--- src/rtl/mem_port_responder.sv ---
// Memory-mapped byte FIFO port: TX/RX FIFOs, status and control behind a
// four-word window, answering the processor bus alongside main memory.
module mem_port_responder #(
    parameter logic [4:0] BASE_ADDR = 5'd28,
    parameter int         DEPTH     = 4
) (
    input  logic       clk,
    input  logic       reset,
    input  logic       READ,
    input  logic       WRITE,
    input  logic [4:0] MEM_ADDR,
    input  logic [7:0] MEM_DATA_IN,
    output logic [7:0] MEM_DATA_OUT,
    output logic       DOUT_EN,
    output logic [7:0] tx_data,
    output logic       tx_valid,
    input  logic       tx_ready,
    input  logic [7:0] rx_data,
    input  logic       rx_valid,
    output logic       rx_ready
);

    localparam int AW = $clog2(DEPTH);
    localparam int CW = AW + 1;

    logic [7:0]    r_txMem [DEPTH];
    logic [7:0]    r_rxMem [DEPTH];
    logic [AW-1:0] r_txRd, r_txWr, r_rxRd, r_rxWr;
    logic [CW-1:0] r_txCount, r_rxCount;
    logic [1:0]    r_ctrl;
    logic          r_ovf, r_undf, r_coll;

    logic       w_hit, w_rdHit, w_wrHit, w_collEvt;
    logic [1:0] w_off;
    logic       w_txFull, w_txEmpty, w_rxFull, w_rxEmpty;
    logic       w_txPop, w_rxPush;
    logic       w_cpuPushReq, w_cpuPush, w_ovfEvt;
    logic       w_cpuPopReq, w_cpuPop, w_undfEvt;
    logic       w_clear;
    logic [7:0] w_rxHead, w_status, w_count, w_rdData;

    assign w_hit     = (MEM_ADDR[4:2] == BASE_ADDR[4:2]);
    assign w_off     = MEM_ADDR[1:0];
    assign w_rdHit   = READ && w_hit;
    assign w_wrHit   = WRITE && w_hit && !READ;
    assign w_collEvt = READ && WRITE && w_hit;

    assign w_txFull  = (r_txCount == CW'(DEPTH));
    assign w_txEmpty = (r_txCount == '0);
    assign w_rxFull  = (r_rxCount == CW'(DEPTH));
    assign w_rxEmpty = (r_rxCount == '0);

    assign tx_valid  = !w_txEmpty && r_ctrl[0];
    assign tx_data   = r_txMem[r_txRd];
    assign rx_ready  = !w_rxFull && r_ctrl[1];
    assign w_txPop   = tx_valid && tx_ready;
    assign w_rxPush  = rx_valid && rx_ready;

    // A full TX still takes a CPU byte when the consumer drains one this edge;
    // an empty RX still serves a CPU read from the byte arriving this edge.
    assign w_cpuPushReq = w_wrHit && (w_off == 2'd0);
    assign w_cpuPush    = w_cpuPushReq && (!w_txFull || w_txPop);
    assign w_ovfEvt     = w_cpuPushReq && !w_cpuPush;
    assign w_cpuPopReq  = w_rdHit && (w_off == 2'd0);
    assign w_cpuPop     = w_cpuPopReq && (!w_rxEmpty || w_rxPush);
    assign w_undfEvt    = w_cpuPopReq && !w_cpuPop;
    assign w_rxHead     = w_rxEmpty ? rx_data : r_rxMem[r_rxRd];

    assign w_clear  = w_wrHit && (w_off == 2'd2) && MEM_DATA_IN[7];
    assign w_status = {1'b0, r_coll, r_undf, r_ovf, w_txFull, w_txEmpty, w_rxFull, w_rxEmpty};
    assign w_count  = {4'(r_txCount), 4'(r_rxCount)};

    always_comb begin
        w_rdData = 8'h00;
        case (w_off)
            2'd0:    w_rdData = w_cpuPop ? w_rxHead : 8'h00;
            2'd1:    w_rdData = w_status;
            2'd2:    w_rdData = {6'b0, r_ctrl};
            default: w_rdData = w_count;
        endcase
    end

    always_ff @(posedge clk) begin
        if (!reset) begin
            MEM_DATA_OUT <= 8'h00;
            DOUT_EN      <= 1'b0;
            r_txRd       <= '0;
            r_txWr       <= '0;
            r_rxRd       <= '0;
            r_rxWr       <= '0;
            r_txCount    <= '0;
            r_rxCount    <= '0;
            r_ctrl       <= 2'b11;
            r_ovf        <= 1'b0;
            r_undf       <= 1'b0;
            r_coll       <= 1'b0;
            for (int i = 0; i < DEPTH; i++) begin
                r_txMem[i] <= 8'h00;
                r_rxMem[i] <= 8'h00;
            end
        end else begin
            DOUT_EN <= w_rdHit;
            if (w_rdHit)
                MEM_DATA_OUT <= w_rdData;

            if (w_cpuPush) begin
                r_txMem[r_txWr] <= MEM_DATA_IN;
                r_txWr          <= r_txWr + AW'(1);
            end
            if (w_txPop)
                r_txRd <= r_txRd + AW'(1);
            r_txCount <= r_txCount + CW'(w_cpuPush) - CW'(w_txPop);

            if (w_rxPush) begin
                r_rxMem[r_rxWr] <= rx_data;
                r_rxWr          <= r_rxWr + AW'(1);
            end
            if (w_cpuPop)
                r_rxRd <= r_rxRd + AW'(1);
            r_rxCount <= r_rxCount + CW'(w_rxPush) - CW'(w_cpuPop);

            if (w_wrHit && (w_off == 2'd2))
                r_ctrl <= MEM_DATA_IN[1:0];

            // Clearing and a fresh event in one cycle leaves the flag set.
            r_ovf  <= (r_ovf  && !w_clear) || w_ovfEvt;
            r_undf <= (r_undf && !w_clear) || w_undfEvt;
            r_coll <= (r_coll && !w_clear) || w_collEvt;
        end
    end

endmodule

--- config.mk ---
export PLATFORM = sky130hd
export DESIGN_NAME = mem_port_responder
export DESIGN_NICKNAME = d
export VERILOG_FILES = /design/src/rtl/mem_port_responder.sv
export SDC_FILE = /design/constraint.sdc
export NUM_CORES = 1
export LEC_CHECK = 0
export CAP_MARGIN = 0
export CELL_PAD_IN_SITES_DETAIL_PLACEMENT = 1
export CELL_PAD_IN_SITES_GLOBAL_PLACEMENT = 1
export CORE_AREA = 2 2 107 109
export CTS_CLUSTER_DIAMETER = 80
export DETAILED_ROUTE_END_ITERATION = 8
export DIE_AREA = 0 0 109 111
export DONT_BUFFER_PORTS = 1
export HOLD_SLACK_MARGIN = 0.02
export PLACE_DENSITY_LB_ADDON = 0.1
export SLEW_MARGIN = 25
export SYNTH_ARGS = -nofsm -noshare
export SYNTH_HDL_FRONTEND = slang
export SYNTH_SLANG_ARGS = --single-unit
--- constraint.sdc ---
create_clock -name clk -period 3.7 [get_ports clk]
set_input_delay 1.11 -clock clk [delete_from_list [all_inputs] [get_ports clk]]
set_output_delay 1.11 -clock clk [all_outputs]
set_load 0.01 [all_outputs]
==> results.md, run 1 <==
* Status: finished clean
* DR top layer: met4
* Hold buffer count at CTS at 0
* Die X at 109 µm
* First-pass GRT wire length at 17,100 µm
* Final Core Density at 0.442
* CTS tree: built
* Worst min-delay path category: flop to flop
* Area Growth Syn to Fin at 12.0%
* Final hold vios at 0
* Met2 WL at 5480 µm
* Highest-count cells in the layout ignoring fill and taps: edfxtp_1, and2_1, nor2_1
* RSZ-0062 raised after global routing: false
* EDFF count, synth at 64
* Mapped cell area at 0.00437 mm²
* DR vias at 2,751
* Layout cell share with drive strength beyond 1 at 0.134
* PD cells at 576 mW/mm²
* Maximum clock rate at 353 MHz
* Worst vdd ir at 256 µV
* Setup WS post-layout at 868 ps
* Port Buffers at 0
* Relative slew margins at 0.539
* WL met3 at 478 µm
* Crit path launch type: input port
* Max_cap viols at 0
* Synth Warn # at 0
* Die area at 0.0121 mm²
* Cell taking the most area after synthesis: edfxtp_1
* Avg Inst Size Synth at 12.2 µm²
* Design Area, Final at 0.00490 mm²
* Post-DP HPWL at 7540 µm
* P_leak at 1.81 nW
* PostCTS Resize Cnt at 0
* H-tree depth at 3
* Initial antenna violation count at 0
* CP Data Arrival Time at 3040 ps
* Crit-path max FO at 11
* Top FF cell, synth: edfxtp_1
* Top cells by area in the synthesized netlist: edfxtp_1, dfxtp_1, mux4_2
* DR iter-0 viols at 114
* Fin crit share at 0.765
* Die Ht at 111 µm
* Initial core utilization at 0.395
* Latest clock arrival within the worst-skew pair at 350 ps
* Post-Syn Nets at 393
* Minimum clock period at 2830 ps
* Synth Instances at 360
* Met1 WL at 4510 µm
* Final GP Congestion at 0.807
* Clk sinks at 96
* Seq cells post-synth at 96
* Antenna Nets Post-Route at 0
* Least-Margin Pin Slew at 686 ps
* Maximum buffer depth of the clock tree at 2
* Post-synth top area share at 0.439
* Critical-path cell list: nor2_1 > o2111ai_4 > ha_1 > inv_1 > ha_1 > inv_1 > fa_1 > xor2_1 > xnor2_1 > nor2_1
* TritonRoute pass-1 iters at 4
* Final Skew at 9.71 ps
* Wirelength per Cell at 20.6 µm
* Crit path max-delay cell type: fa_1
* Setup TNS at 0 ps
* Gr ovfl total at 0
* Diode count at 0
* Post-Layout Cell Count at 515
* Drt total wl at 10,600 µm
* Vias in the first global route at 3,018
* Clk Tree Root Cell: clkbuf_16
* Vias per inst at 5.34
* Remaining DRCs at 0
* Count of nets after finishing at 400
* Slowest stage delay, CP at 370 ps
* Placed insts at 499
* Critical Path RT at 3910 ps
* Ys async rst share at 0
* Worst slack at placement at 508 ps
* Largest net degree at the start of global routing at 31
* Yosys cell types at 43
* GR Util All Layers at 0.192
* Max-slew violations at 0
* Critical setup path kind: input port to flop
* Ports at 46
* Final-report setup violation count at 0
* Commonest non-fill, non-tap cell in the layout: edfxtp_1
* Dpl cell area at 0.00458 mm²
* Sequential fraction of the synthesis area at 0.586
* CORE AREA at 0.0111 mm²
* CTS Buf Count at 9
* Postcts setup bufs at 0
* Clock-pin slew on the worst setup and hold paths at 60 ps
* Std cell rows at 39
* Endpoint class of the critical path: flop
[metrics by stage]
stage	hold slack, ps	total power [W]
CTS	473	0.00286
finish	469	0.00282
global route	512	0.00296
global placement	455	0.00183
floorplan	436	0.00171
detailed placement	463	0.00184
[path summary, 6_finish.rpt]
| check | start | end | slack, ps | cells past startpoint |
|---|---|---|---|---|
| worst max-delay path | MEM_ADDR[1] | r_txCount[2] | 870 | 10 |
| worst min-delay path | r_ovf | r_ovf | 470 | 2 |
| worst max register to register | r_txCount[2] | r_txCount[2] | 1030 | 10 |
| worst min register to register | r_ovf | r_ovf | 470 | 2 |
[power breakdown]
group | total, W | internal [W] | leakage [nW] | switching [W]
sequential | 0.00134 | 0.00125 | 0.923 | 0.0000964
combinational | 0.000470 | 0.000208 | 0.741 | 0.000263
clock | 0.00100 | 0.000612 | 0.150 | 0.000392
total | 0.00282 | 0.00207 | 1.81 | 0.000752
[synth_stat cells, types with 5 or more instances]
| cell type | count |
|---|---|
| xor2_1 | 6 |
| nand2_1 | 21 |
| inv_1 | 18 |
| nand3_1 | 10 |
| nor2_1 | 43 |
| and3_1 | 11 |
| and2_1 | 43 |
| clkbuf_1 | 11 |
| edfxtp_1 | 64 |
| dfxtp_1 | 32 |
| mux4_2 | 16 |
| o211ai_1 | 8 |
| o21ai_0 | 18 |
| xnor2_1 | 5 |
[metal layers]
| layer | up-vias | global-route usage |
|---|---|---|
| li1 | 1312 | - |
| met1 | 1379 | 0.246 |
| met2 | 52 | 0.320 |
| met3 | 8 | 0.0370 |
| met4 | 0 | 0.0718 |
| met5 | - | 0 |
[layout make-up]
class / count / area (µm²)
Clock buffer: 13 / 250
Sequential cell: 96 / 2560
Multi-Input combinational cell: 230 / 1680
Tap cell: 143 / 179
Inverter: 18 / 67.6
Timing Repair Buffer: 12 / 90.1
Clock inverter: 3 / 67.6
Fill cell: 1134 / 6180
[cells by family after synthesis]
group,count (synthesis),synth area share
and+or+nand+nor,152,0.184
DFF,96,0.586
adders and majority gates,6,0.0206
AOI/OAI and AO/OA,41,0.0658
xor gates and xnor gates,11,0.0220
buffers and inverters,34,0.0300
muxes,20,0.0918
[sequential cells by signal, indices dropped and copies added (netlist names), 2 cells and up, named ones only]
name / flops
r_txWr: 2
r_ctrl: 2
r_rxCount: 3
r_rxMem: 32
r_rxRd: 2
r_txCount: 3
r_rxWr: 2
MEM_DATA_OUT: 8
r_txMem: 32
r_txRd: 2
[critical path, delay by kind of cell]
family / cells / cell delay, ps
buffers and inverters: 2 / 110
AO/OA/AOI/OAI: 1 / 300
AND/OR/NAND/NOR: 2 / 360
XOR/XNOR: 2 / 320
adder cells (fa/ha/maj): 3 / 850
(Power assumes the default switching activity.)
==> run 2: changes to the inputs <==
==> constraint.sdc (replaced) <==
create_clock -name clk -period 3 [get_ports clk]
set_input_delay 0.9 -clock clk [delete_from_list [all_inputs] [get_ports clk]]
set_output_delay 0.9 -clock clk [all_outputs]
set_load 0.01 [all_outputs]
==> run 2 against run 1 <==
Critical path depth grew 1. Global-route usage shrank 0.46 points. Via count shrank 0.22%. Register-to-register slack lost 640 ps. Wire length shrank 0.90%. Core utilization shrank 0.056 points. Sequential share of layout area grew 0.067 points. Cell count grew 0.97%. Sequential cell count is the same. Worst setup slack lost 470 ps. Clock-buffer cell count shrank 4. Die area is the same.
==> results.md, run 2 (synthesis gave the netlist of run 1 again) <==
* Largest regs: r_rxMem: 32 flops, r_txMem: 32 flops, MEM_DATA_OUT: 8 flops
* Maximum buffer depth of the clock tree at 2
* Final Skew at 6.78 ps
* DR vias at 2,745
* Fin crit share at 0.869
* Final hold vios at 0
* Endpoint class of the critical path: flop
* Relative slew margins at 0.555
* First-pass GRT wire length at 16,500 µm
* Clk Tree Root Cell: clkbuf_16
* Worst vdd ir at 298 µV
* CTS Buf Count at 9
* Gr ovfl total at 0
* Ports at 46
* Post-DP HPWL at 7590 µm
* Layout cell share with drive strength beyond 1 at 0.154
* Die X at 109 µm
* Max-slew violations at 0
* Maximum clock rate at 384 MHz
* CORE AREA at 0.0111 mm²
* H-tree depth at 3
* Highest-count cells in the layout ignoring fill and taps: edfxtp_1, and2_1, nor2_1
* CTS tree: built
* TritonRoute pass-1 iters at 4
* Port Buffers at 0
* Hold buffer count at CTS at 0
* Setup TNS at 0 ps
* Minimum clock period at 2610 ps
* Clock-pin slew on the worst setup and hold paths at 70 ps
* Crit-path max FO at 6
* Commonest non-fill, non-tap cell in the layout: edfxtp_1
* Initial antenna violation count at 0
* Final Core Density at 0.442
* Critical Path RT at 3240 ps
* CP Data Arrival Time at 2840 ps
* Largest net degree at the start of global routing at 31
* Vias in the first global route at 2,942
* RSZ-0062 raised after global routing: false
* Die Ht at 111 µm
* PostCTS Resize Cnt at 0
* GR Util All Layers at 0.188
* Drt total wl at 10,500 µm
* Least-Margin Pin Slew at 665 ps
* Postcts setup bufs at 0
* DR iter-0 viols at 116
* Final GP Congestion at 0.765
* Latest clock arrival within the worst-skew pair at 340 ps
* Status: finished clean
* Worst min-delay path category: flop to flop
* Final-report setup violation count at 0
* PD cells at 677 mW/mm²
* Wirelength per Cell at 20.2 µm
* Vias per inst at 5.28
* P_leak at 1.82 nW
* Std cell rows at 39
* Count of nets after finishing at 405
* Max_cap viols at 0
* Antenna Nets Post-Route at 0
* Clk sinks at 96
* Critical setup path kind: flop to flop
* Die area at 0.0121 mm²
* Diode count at 0
* Crit path launch type: flop
* Initial core utilization at 0.395
* Area Growth Syn to Fin at 11.8%
* Remaining DRCs at 0
-- run 2: cell count changes in the layout (fill, tap and decap cells not counted) --
cell,previous run,this run
clkbuf_8,1,0
clkbuf_1,3,0
buf_4,12,17
bufinv_16,2,0
clkinv_4,0,3
clkinv_2,0,3
-- run 2: metrics by stage --
step / instances / power, W / setup WS (ps) / cell area, µm² / hold WS [ps]
3_5_place_dp: 504 / 0.00229 / 111 / 4620 / 462
3_3_place_gp: 504 / 0.00227 / 176 / 4620 / 450
6_report: 520 / 0.00331 / 393 / 4890 / 480
5_1_grt: 520 / 0.00348 / 195 / 4890 / 515
4_1_cts: 520 / 0.00336 / 373 / 4890 / 480
2_1_floorplan: 360 / 0.00211 / 212 / 4370 / 436
-- run 2: critical path: stages, from the launching register on --
cell and delay [ps]:
dfxtp_1 380, or3_1 500, o211ai_1 320, inv_1 80, ha_1 270, inv_1 60
ha_1 130, inv_1 50, fa_1 370, xor2_1 170, xnor2_1 140, nor2_1 50
-- run 2: layer usage --
metal  wire length, µm  vias to the layer above  global-route usage
met5                 0                        -                   0
met4               184                        0              0.0778
met3               386                       11              0.0341
met2              5450                       43               0.315
met1              4500                     1371               0.236
li1                  -                     1320                   -
-- run 2: path summary, 6_finish.rpt --
path	depth (start not counted)	endpoint	slack, ps	start
min	2	r_ovf	480	r_ovf
max	11	r_rxCount[2]	390	r_rxCount[1]
max reg2reg	11	r_rxCount[2]	390	r_rxCount[1]
min reg2reg	2	r_ovf	480	r_ovf
-- run 2: layout make-up --
| class | instances | area (µm²) |
|---|---|---|
| well taps | 143 | 179 |
| inverters | 18 | 67.6 |
| repair buffers | 17 | 128 |
| fillers | 1148 | 6190 |
| multi-input cells | 230 | 1680 |
| flip-flops and latches | 96 | 2560 |
| clock buffers | 9 | 225 |
| clock inverters | 7 | 48.8 |
-- run 2: power by group --
part / leakage (nW) / internal (W) / total, W / switching, W
sequential: 0.923 / 0.00154 / 0.00166 / 0.000119
clock: 0.135 / 0.000562 / 0.00107 / 0.000503
combinational: 0.765 / 0.000271 / 0.000591 / 0.000320
total: 1.82 / 0.00237 / 0.00331 / 0.000943
